===== src/rtl/bus_master.sv =====
// CPU-to-bus master: accepts one load/store, drives a single-cycle bus issue,
// waits for the responder on loads (with timeout) and returns a one-cycle response.
module bus_master #(
  parameter int TIMEOUT = 15
) (
  input  logic        clk,
  input  logic        rst,
  input  logic        req,
  input  logic        req_write,
  input  logic        req_byte,
  input  logic [15:0] req_addr,
  input  logic [15:0] req_wdata,
  output logic        req_ready,
  output logic        resp_valid,
  output logic [15:0] resp_rdata,
  output logic        resp_err,
  output logic        bus_en,
  output logic        bus_write_enable,
  output logic        bus_byte_select,
  output logic        bus_byte_enable,
  output logic [15:0] bus_addr,
  output logic [15:0] bus_data_out,
  input  logic [15:0] bus_data_in,
  input  logic        bus_serviced_read
);

  typedef enum logic [1:0] {S_IDLE, S_ISSUE, S_WAIT, S_RESP} state_t;

  localparam logic [7:0] LP_LAST_WAIT = 8'(TIMEOUT - 1);

  state_t      r_state, w_state_next;
  logic [7:0]  r_cnt, w_cnt_next;
  logic        r_is_write, w_is_write_next;
  logic        r_is_byte, w_is_byte_next;
  logic        r_req_ready, w_req_ready_next;
  logic        r_resp_valid, w_resp_valid_next;
  logic [15:0] r_resp_rdata, w_resp_rdata_next;
  logic        r_resp_err, w_resp_err_next;
  logic        r_bus_en, w_bus_en_next;
  logic        r_bus_we, w_bus_we_next;
  logic        r_bus_bs, w_bus_bs_next;
  logic        r_bus_be, w_bus_be_next;
  logic [15:0] r_bus_addr, w_bus_addr_next;
  logic [15:0] r_bus_dout, w_bus_dout_next;

  always_ff @(posedge clk) begin
    if (rst) begin
      r_state      <= S_IDLE;
      r_cnt        <= 8'd0;
      r_is_write   <= 1'b0;
      r_is_byte    <= 1'b0;
      r_req_ready  <= 1'b1;
      r_resp_valid <= 1'b0;
      r_resp_rdata <= 16'h0000;
      r_resp_err   <= 1'b0;
      r_bus_en     <= 1'b0;
      r_bus_we     <= 1'b0;
      r_bus_bs     <= 1'b0;
      r_bus_be     <= 1'b0;
      r_bus_addr   <= 16'h0000;
      r_bus_dout   <= 16'h0000;
    end else begin
      r_state      <= w_state_next;
      r_cnt        <= w_cnt_next;
      r_is_write   <= w_is_write_next;
      r_is_byte    <= w_is_byte_next;
      r_req_ready  <= w_req_ready_next;
      r_resp_valid <= w_resp_valid_next;
      r_resp_rdata <= w_resp_rdata_next;
      r_resp_err   <= w_resp_err_next;
      r_bus_en     <= w_bus_en_next;
      r_bus_we     <= w_bus_we_next;
      r_bus_bs     <= w_bus_bs_next;
      r_bus_be     <= w_bus_be_next;
      r_bus_addr   <= w_bus_addr_next;
      r_bus_dout   <= w_bus_dout_next;
    end
  end

  // Every output is computed from the state being entered, so the registered
  // value lines up with the cycle spent in that state.
  always_comb begin
    w_state_next      = r_state;
    w_cnt_next        = r_cnt;
    w_is_write_next   = r_is_write;
    w_is_byte_next    = r_is_byte;
    w_req_ready_next  = 1'b0;
    w_resp_valid_next = 1'b0;
    w_resp_rdata_next = r_resp_rdata;
    w_resp_err_next   = r_resp_err;
    w_bus_en_next     = 1'b0;
    w_bus_we_next     = 1'b0;
    w_bus_bs_next     = 1'b0;
    w_bus_be_next     = 1'b0;
    w_bus_addr_next   = r_bus_addr;
    w_bus_dout_next   = r_bus_dout;
    case (r_state)
      S_IDLE: begin
        if (req) begin
          w_state_next    = S_ISSUE;
          w_is_write_next = req_write;
          w_is_byte_next  = req_byte;
          w_bus_en_next   = 1'b1;
          w_bus_we_next   = req_write;
          w_bus_be_next   = req_byte;
          w_bus_bs_next   = req_addr[0];
          w_bus_addr_next = {1'b0, req_addr[15:1]};
          w_bus_dout_next = req_byte ? {req_wdata[7:0], req_wdata[7:0]} : req_wdata;
        end else begin
          w_req_ready_next = 1'b1;
        end
      end
      S_ISSUE: begin
        // A serviced_read seen here belongs to an earlier access and is dropped.
        if (r_is_write) begin
          w_state_next      = S_RESP;
          w_resp_valid_next = 1'b1;
          w_resp_rdata_next = 16'h0000;
          w_resp_err_next   = 1'b0;
        end else begin
          w_state_next = S_WAIT;
          w_cnt_next   = 8'd0;
        end
      end
      S_WAIT: begin
        if (bus_serviced_read) begin
          w_state_next      = S_RESP;
          w_resp_valid_next = 1'b1;
          w_resp_rdata_next = r_is_byte ? {8'h00, bus_data_in[7:0]} : bus_data_in;
          w_resp_err_next   = 1'b0;
        end else if (r_cnt == LP_LAST_WAIT) begin
          w_state_next      = S_RESP;
          w_resp_valid_next = 1'b1;
          w_resp_rdata_next = 16'h0000;
          w_resp_err_next   = 1'b1;
        end else begin
          w_cnt_next = r_cnt + 8'd1;
        end
      end
      S_RESP: begin
        w_state_next     = S_IDLE;
        w_req_ready_next = 1'b1;
      end
      default: begin
        w_state_next     = S_IDLE;
        w_req_ready_next = 1'b1;
      end
    endcase
  end

  assign req_ready        = r_req_ready;
  assign resp_valid       = r_resp_valid;
  assign resp_rdata       = r_resp_rdata;
  assign resp_err         = r_resp_err;
  assign bus_en           = r_bus_en;
  assign bus_write_enable = r_bus_we;
  assign bus_byte_select  = r_bus_bs;
  assign bus_byte_enable  = r_bus_be;
  assign bus_addr         = r_bus_addr;
  assign bus_data_out     = r_bus_dout;

endmodule


===== config.mk =====
export PLATFORM = sky130hd
export DESIGN_NAME = bus_master
export DESIGN_NICKNAME = d
export VERILOG_FILES = /design/src/rtl/bus_master.sv
export SDC_FILE = /design/constraint.sdc
export NUM_CORES = 1
export LEC_CHECK = 0
export ABC_CLOCK_PERIOD_IN_PS = 2100
export BUFFER_PORTS_ARGS = -buffer_cell sky130_fd_sc_hd__buf_4
export CAP_MARGIN = 20
export CORE_UTILIZATION = 47
export DETAILED_ROUTE_END_ITERATION = 10
export GPL_TIMING_DRIVEN = 0
export HOLD_SLACK_MARGIN = 0.06
export PLACE_DENSITY_LB_ADDON = 0.2
export SLEW_MARGIN = 20
export SYNTH_ARGS = -nofsm -noshare
export SYNTH_HDL_FRONTEND = slang
export SYNTH_SLANG_ARGS = --single-unit

===== constraint.sdc =====
create_clock -name clk -period 2.1 [get_ports clk]
set_clock_uncertainty 0.15 [all_clocks]
set_input_delay 0.21 -clock clk [delete_from_list [all_inputs] [get_ports clk]]
set_output_delay 0.21 -clock clk [all_outputs]
set_load 0.02 [all_outputs]

### Word level (Yosys, flattened, before mapping)

Index checks and enable logic that the tools add are counted.

* add/sub/neg operators: 1
* eq/ne operators: 10
* muxes and demuxes: 26
* bitwise logic cells: 2
* reduce and logical (&&, ||, !) cells: 8

Operators with widths (number)
* two-way mux 16 bit: 5
* case mux 16 bit (2 select lines): 1
* two-way mux 8 bit: 3
* case mux 8 bit (2 select lines): 1
* inequality test 2 bit (second input constant): 5
* two-way mux 1 bit: 9
* adder 8 x 1 -> 8 bit (second input constant): 1
* == test 8 x 4 -> 1 bit (second input constant): 1
* case mux 2 bit (4 select lines): 1
* two-way mux 2 bit: 3
* case mux 1 bit (2 select lines): 3
* == test 2 bit (second input constant): 2
* AND reduction 2 bit: 2
* AND reduction 4 bit: 1
* inequality test 3 bit (second input constant): 1
* AND reduction 3 bit: 1
* OR reduction 3 bit: 1
* == test 2 x 1 -> 1 bit (second input constant): 1
* zero test 2 bit: 1
* inverter 1 bit: 2
* nonzero test 2 bit: 1
* OR reduction 2 bit: 1

* bits in registers: 66
* output and inout bits: 55
* word-level logic and storage cells: 61

### Longest topological paths before layout

Gate-level depths: netlist (run 1).

* word-level depth: 4
* gate-level depth with buffers: 8

### Worst setup path after synthesis (run 1)

No wires, ideal clock.

* path type: reg-to-reg
* start point: reg r_cnt[0]
* end point: reg r_resp_rdata[10] (netlist: resp_rdata[10])
* setup time: 72 ps
* arrival time: 1542 ps
* setup slack: 336 ps
* stages on the path, launching flop included: 8
* path buffers: 1
* cells stage by stage: dfxtp_1 -> inv_1 -> ha_1 -> nor4b_4 -> a21oi_2 -> a21oi_4 -> buf_8 -> mux2i_1

* cells in the longest elaborated chain, start to end: 3

RTL lines
* start, declared: line 32 `logic [7:0] r_cnt, w_cnt_next;`
* start signal, assigned: line 64 `r_cnt <= w_cnt_next;`
* == test 8 x 4 -> 1 bit: line 131 `end else if (r_cnt == LP_LAST_WAIT) begin`
* inequality test 3 bit (no line)
* AND reduction 3 bit (no line)
* end signal, assigned: line 69 `r_resp_rdata <= w_resp_rdata_next;`
* end, declared: line 37 `logic [15:0] r_resp_rdata, w_resp_rdata_next;`

No other way between the ends.
A chain may end at the register's enable or synchronous reset.

### Worst setup path after layout (run 1)

* start point: reg r_state[1]
* end point: reg r_bus_addr[1] (netlist: bus_addr[1])

* cells in the longest elaborated chain, start to end: 2

RTL lines
* start, declared: line 31 `state_t r_state, w_state_next;`
* start signal, assigned: line 63 `r_state <= w_state_next;`
* zero test 2 bit: line 97 `case (r_state)`
* AND reduction 2 bit (no line)
* end signal, assigned: line 75 `r_bus_addr <= w_bus_addr_next;`
* end, declared: line 43 `logic [15:0] r_bus_addr, w_bus_addr_next;`

No other way between the ends.

==> results.yml, run 1 <==
pwr:
  total_power_consumption_of_the_routed_design_mw: 3.941
  leakagePower_nw: 1.907
  vdd.ir_drop.worst_uv: 576.8
  pwrdens_nw_per_um2: 923.6
setup_path:
  path_cells: "inv_1 > ha_1 > a21oi_2 > clkbuf_1 > a22o_1"
  regToRegEndpoint: "bus_addr[1]"
  timing.critical_path.arrival_ps: 2110
  critical_path_peak_fanout: 10
  critical_path.n_buffers_inverters: 2
  timing.critical_path.slowest_cell_delay_ps: 430
  worst_path_dominant_cell_family: "compound AO/OA/AOI/OAI gates"
  worst_ep_required_time_ps: 2230
  worst_case_register_to_register_setup_slack_ps: 120
  worstRegToRegCells: 5
  timing.rr.start: "r_state[1]"
  crit_path_end_kind: "flop"
  timing.critical_path.slowest_stage_cell: "sky130_fd_sc_hd__clkbuf_1"
  nature_of_the_critical_path_startpoint: "flop"
  timing_worst_setup_path_type: "reg -> reg"
logic_synthesis:
  synth_flop_cell: "sky130_fd_sc_hd__dfxtp_1"
  synth.lib_cells_used.distinct: 41
  async_flop_share_pct: 0
  synthesis.nets: 319
  synth_area_leaders: "sky130_fd_sc_hd__dfxtp_1 (51%), sky130_fd_sc_hd__mux2i_1 (10%), sky130_fd_sc_hd__a22o_1 (7.7%), sky130_fd_sc_hd__nand2_1 (6.9%), sky130_fd_sc_hd__ha_1 (3.4%)"
  ys_seq_elements: 66
  synthCells: 258
  synth_top_cell_by_area: "sky130_fd_sc_hd__dfxtp_1"
  number_of_synthesized_flops_with_an_enable_pin: 0
  synth_warnings: 0
  mappedNetlistArea_um2: 2601
  post_synth.cell_area_avg_um2: 10.08
  seq_total_area_yosys_pct: 50.79
  post-synth-top-area-fraction_pct: 50.79
detailed_routing:
  route.detailed.drc: 0
  route.final.wire_length_um: 7952
  detailedRoute.firstPassIterationCount: 4
  route.detailed.vias_per_inst: 5.164
  route.antenna.remaining_nets: 0
  initialDrtViolationCount: 112
  via_count: 2618
  route.detailed.wl_per_inst_um: 15.68
timing:
  setup_viol: 0
  maximum_achievable_frequency_ghz: 0.5061
  final-hold-violation-count: 0
  final.hold.worst_slack_ps: 102.7
  totalNegativeSetupSlack_ps: 0
  period_minus_slack_ps: 1976
  worst_slack_ps: 124.2
  period_share_pct: 94.09
  slew_headroom_pct: 57.43
  worst-slew-pin-transition_ps: 638.6
  finalMaxSlewViolations: 0
place:
  place.detailed.hpwl_um: 4632
  dp_worst_setup_slack_ps: 62.66
  numPlacedInstances: 433
  cell_area_placed_um2: 3477
  globalplace.congestion: 0.8220
  port-buffer-count: 105
grt:
  first_global_vias: 2655
  largest_net_degree_at_the_start_of_global_routing: 13
  grt_remaining_overflow: 0
  grt_pass1_wl_um: 12280
  antenna_found_initial: 0
  grt_use_total_pct: 26.90
die:
  boundaryPins: 109
  initial_core_util_pct: 49.98
  die_h_um: 76.40
  core_area_um2: 5205
  die_w_um: 76.40
  floorplan.die_area_um2: 5836
  placement_rows: 26
flow_run:
  maxCapViolCount: 0
clocking:
  cts_root_buf: "sky130_fd_sc_hd__clkbuf_8"
  worst_skew_pair.late_latency_ps: 340
  cts-buffers-inserted: 9
  clk_pin_slew_worst_paths_ps: 70
  htree_levels: 3
  tritoncts_clock_tree: "yes"
  max-clock-path-buffers: 2
  cts_num_sinks: 66
final_layout:
  layout-drive-gt1-share_pct: 33.41
  layout_commonest_cell: "sky130_fd_sc_hd__buf_4"
  final_core_util_pct: 81.97
  instances_no_fill: 507
  fillers: 314
  antenna_cells: 0
  layout.cell_area.non_filler_um2: 4267
  areaGrowthSynthToFinish_pct: 64.02
  finalNetCount: 493
  most-common-layout-cells: "sky130_fd_sc_hd__buf_4 (114), sky130_fd_sc_hd__dfxtp_1 (66), sky130_fd_sc_hd__dlygate4sd3_1 (50), sky130_fd_sc_hd__nand2_1 (48), sky130_fd_sc_hd__mux2i_1 (26)"
hold_path:
  hold_path_depth: 4
  hold_path.class: "in -> reg"
  hold_path_startpoint: "req"
  whs_endpoint: "req_ready"
status:
  status: "complete, no violations"
[synth_stat cells, drive strengths merged (2+ instances only)]
cell type,number
nand2,48
o22a,2
a21oi,5
o21ai,10
clkbuf,6
nor3,2
and2,3
a2bb2oi,2
nor2,7
ha,7
and3b,2
nand3,7
a21boi,2
nor2b,3
o21a,2
a22o,23
a21o,3
mux2i,26
buf,7
dfxtp,66
inv,5
a31oi,2
nand2b,4
[logic make-up after synthesis]
group / Yosys count / synth area share, %
buffers and inverters: 19 / 3.559
adder cells (fa/ha/maj): 7 / 3.367
AO/OA/AOI/OAI: 59 / 17.65
multiplexers: 26 / 10.00
other: 1 / 0.1442
flip-flops: 66 / 50.79
AND/OR/NAND/NOR: 80 / 14.48
[what timing repair did]
item / CTS / global route
resized for setup: 0 / 7
setup endpoints to repair: 0 / 40
buffers inserted: 0 / 8
endpoints found under the hold margin: 51 / 0
hold buffers: 50 / 0
[per-layer routing]
metal / up-vias / share of wire, % / GRT usage [%]
met5: - / 0 / 0
met4: 0 / 2.0 / 14.04
met3: 14 / 5.7 / 6.946
met2: 107 / 52 / 49.10
met1: 1242 / 40 / 28.16
li1: 1255 / - / -
[tightest hold or removal path, cell delays in order]
cell	delay, ps
sky130_fd_sc_hd__buf_4	110
sky130_fd_sc_hd__nor2b_1	70
sky130_fd_sc_hd__nor2_1	80
sky130_fd_sc_hd__o21ai_0	70
[final cells by class]
type                            instances  area [µm²]  share of cell area, %
Multi-Input combinational cell        173        1196                  28.04
Timing Repair Buffer                  163        1349                  31.61
Tap cell                               70       87.58                  2.053
Clock buffer                           11       151.4                  3.548
Clock inverter                          5       62.56                  1.466
Buffer                                 13       72.57                  1.701
Inverter                                6       26.28                 0.6158
Sequential cell                        66        1321                  30.97
[report_power, final]
part	total (mW)	internal, mW	switching [mW]	leakage (nW)
Sequential	1.56	1.44	0.122	0.538
Clock	1.11	0.617	0.498	0.102
Combinational	1.27	0.606	0.663	1.27
[flip-flops by register name, indices dropped and copies added, names as in the netlist]
name and cells:
bus_data_out 16, resp_rdata 16, bus_addr 15, r_cnt 8
r_state 2, bus_byte_enable 1, bus_byte_select 1, bus_en 1
bus_write_enable 1, r_is_byte 1, r_is_write 1, req_ready 1
resp_err 1, resp_valid 1
[worst max path at each step]
stage / slack [ps] / endpoint / cells after the start / start
after floorplan: 340 / resp_rdata[10] / 7 / r_cnt[0]
after global routing: -30 / resp_rdata[10] / 8 / r_state[0]
final: 120 / bus_addr[1] / 5 / r_state[1]
after global placement: 110 / bus_addr[14] / 6 / r_state[0]
after CTS: 50 / bus_data_out[7] / 6 / r_state[1]
after detailed placement: 60 / resp_rdata[10] / 7 / r_state[0]
(Power assumes the default switching activity.)
==> run 2: changes to the inputs <==
- CORE_MARGIN: not set -> 2
==> results.yml, run 2 (synthesis results as in run 1) <==
clocking:
  cts_root_buf: "sky130_fd_sc_hd__clkbuf_8"
  clk_pin_slew_worst_paths_ps: 70
  cts-buffers-inserted: 9
  max-clock-path-buffers: 2
  htree_levels: 3
  tritoncts_clock_tree: "yes"
  worst_skew_pair.late_latency_ps: 330
  cts_num_sinks: 66
place:
  globalplace.congestion: 0.8305
  cell_area_placed_um2: 3480
  place.detailed.hpwl_um: 4572
  numPlacedInstances: 435
  port-buffer-count: 105
timing:
  final.hold.worst_slack_ps: 105.1
  finalMaxSlewViolations: 0
  maximum_achievable_frequency_ghz: 0.5142
  setup_viol: 0
  period_share_pct: 92.61
  grt_setup_unrepaired: "false"
  worst-slew-pin-transition_ps: 606.7
  slew_headroom_pct: 59.55
  totalNegativeSetupSlack_ps: 0
  final-hold-violation-count: 0
  period_minus_slack_ps: 1945
pwr:
  leakagePower_nw: 1.883
  total_power_consumption_of_the_routed_design_mw: 3.964
  p_seq_share_pct: 39.2
  power.clock.fraction_pct: 30.1
  pwrdens_nw_per_um2: 933.8
  intPower_mw: 2.717
  switching_share_pct: 31.47
  comb_power_share_pct: 30.8
  power_switching_mw: 1.247
  vdd.ir_drop.worst_uv: 735.7
die:
  core_area_um2: 5439
  floorplan.die_area_um2: 6146
  boundaryPins: 109
  initial_core_util_pct: 47.83
  placement_rows: 27
  die_w_um: 78.40
  die_h_um: 78.40
hold_path:
  hold_path_depth: 4
  hold_path.class: "in -> reg"
  hold_path_startpoint: "req"
  whs_endpoint: "req_ready"
detailed_routing:
  route.final.wire_length_um: 7347
  route.detailed.drc: 0
  initialDrtViolationCount: 112
  detailedRoute.firstPassIterationCount: 4
  route.detailed.wl_per_inst_um: 14.58
  route.detailed.vias_per_inst: 5.030
  via_count: 2535
  route.antenna.remaining_nets: 0
grt:
  first_global_vias: 2618
  grt_remaining_overflow: 0
  grt_pass1_wl_um: 11900
  largest_net_degree_at_the_start_of_global_routing: 13
  grt_use_total_pct: 25.07
  antenna_found_initial: 0
setup_path:
  critical_path_peak_fanout: 10
  timing.critical_path.slowest_cell_delay_ps: 420
  timing.rr.start: "r_state[1]"
  worstRegToRegCells: 5
  crit_path_end_kind: "flop"
  regToRegEndpoint: "bus_data_out[4]"
  path_cells: "inv_1 > ha_1 > a21oi_2 > clkbuf_1 > a22o_1"
  timing.critical_path.arrival_ps: 2070
  worst_case_register_to_register_setup_slack_ps: 160
  nature_of_the_critical_path_startpoint: "flop"
  worst_ep_required_time_ps: 2230
  timing.critical_path.slowest_stage_cell: "sky130_fd_sc_hd__dfxtp_1"
  timing_worst_setup_path_type: "reg -> reg"
final_layout:
  areaGrowthSynthToFinish_pct: 63.20
  most-common-layout-cells: "sky130_fd_sc_hd__buf_4 (109), sky130_fd_sc_hd__dfxtp_1 (66), sky130_fd_sc_hd__dlygate4sd3_1 (50), sky130_fd_sc_hd__nand2_1 (48), sky130_fd_sc_hd__mux2i_1 (26)"
  layout-drive-gt1-share_pct: 32.41
  instances_no_fill: 504
  layout.cell_area.non_filler_um2: 4245
  layout_commonest_cell: "sky130_fd_sc_hd__buf_4"
  antenna_cells: 0
  finalNetCount: 488
status:
  status: "complete, no violations"
flow_run:
  maxCapViolCount: 0
-- run 2: changes by cell type in the layout (fill, tap and decap cells not counted), sizes merged --
cell	delta
buf	-5
bufinv	+1
clkbuf	-1
clkinv	+1
clkinvlp	-1
-- run 2: power groups by stage --
stage	sequential (mW)	clock (mW)	combinational [mW]
floorplan	1.75	0	0.463
global placement	1.57	0	1.08
detailed placement	1.57	0	1.10
CTS	1.54	1.22	1.18
global route	1.57	1.28	1.30
finish	1.55	1.19	1.22
-- run 2: per-layer routing --
metal / wire [µm] / GRT usage, % / up-vias
met5: 0 / 0 / -
met4: 248 / 15.26 / 0
met3: 437 / 7.586 / 22
met2: 3809 / 43.45 / 84
met1: 2852 / 26.72 / 1185
li1: - / - / 1244
-- run 2: layout make-up --
cell class | count | area [µm²]
Multi-Input combinational cell | 173 | 1199
Timing Repair Buffer | 158 | 1311
Tap cell | 72 | 90.09
Clock buffer | 10 | 137.6
Buffer | 13 | 70.07
Fill cell | 367 | 1194
Clock inverter | 6 | 90.09
Inverter | 6 | 26.28
Sequential cell | 66 | 1321
-- run 2: per-stage QoR --
step                utilization (%)  setup WS (ps)
CTS                           77.36          47.55
global route                  78.05          23.61
finish                        78.05          155.1
global placement              63.98          90.93
detailed placement            63.98          51.99
floorplan                         -          336.2
-- run 2: worst max-delay path, delay by kind of cell, from the launching register on --
| family | cells | cell delay [ps] |
|---|---|---|
| AOI/OAI and AO/OA | 2 | 560 |
| buffers and inverters | 2 | 530 |
| DFF | 1 | 420 |
| adders and majority gates | 1 | 240 |
-- run 2: repair_timing --
action | 4_1_cts | 5_1_grt
endpoints found under the setup margin | 0 | 40
hold endpoints to repair | 51 | 0
hold buffers | 50 | 0
gates resized for setup | 0 | 4
buffers inserted | 0 | 3
-- run 2: worst max-delay path by stage --
| stage | start | endpoint | slack [ps] | depth (start not counted) |
|---|---|---|---|---|
| 6_report | r_state[1] | bus_data_out[4] | 160 | 5 |
| 5_1_grt | r_state[0] | resp_rdata[10] | 20 | 8 |
| 4_1_cts | r_cnt[0] | resp_rdata[6] | 50 | 7 |
| 3_5_place_dp | r_cnt[0] | resp_rdata[6] | 50 | 7 |
| 3_3_place_gp | r_state[1] | bus_data_out[7] | 90 | 6 |
| 2_1_floorplan | r_cnt[0] | resp_rdata[10] | 340 | 7 |
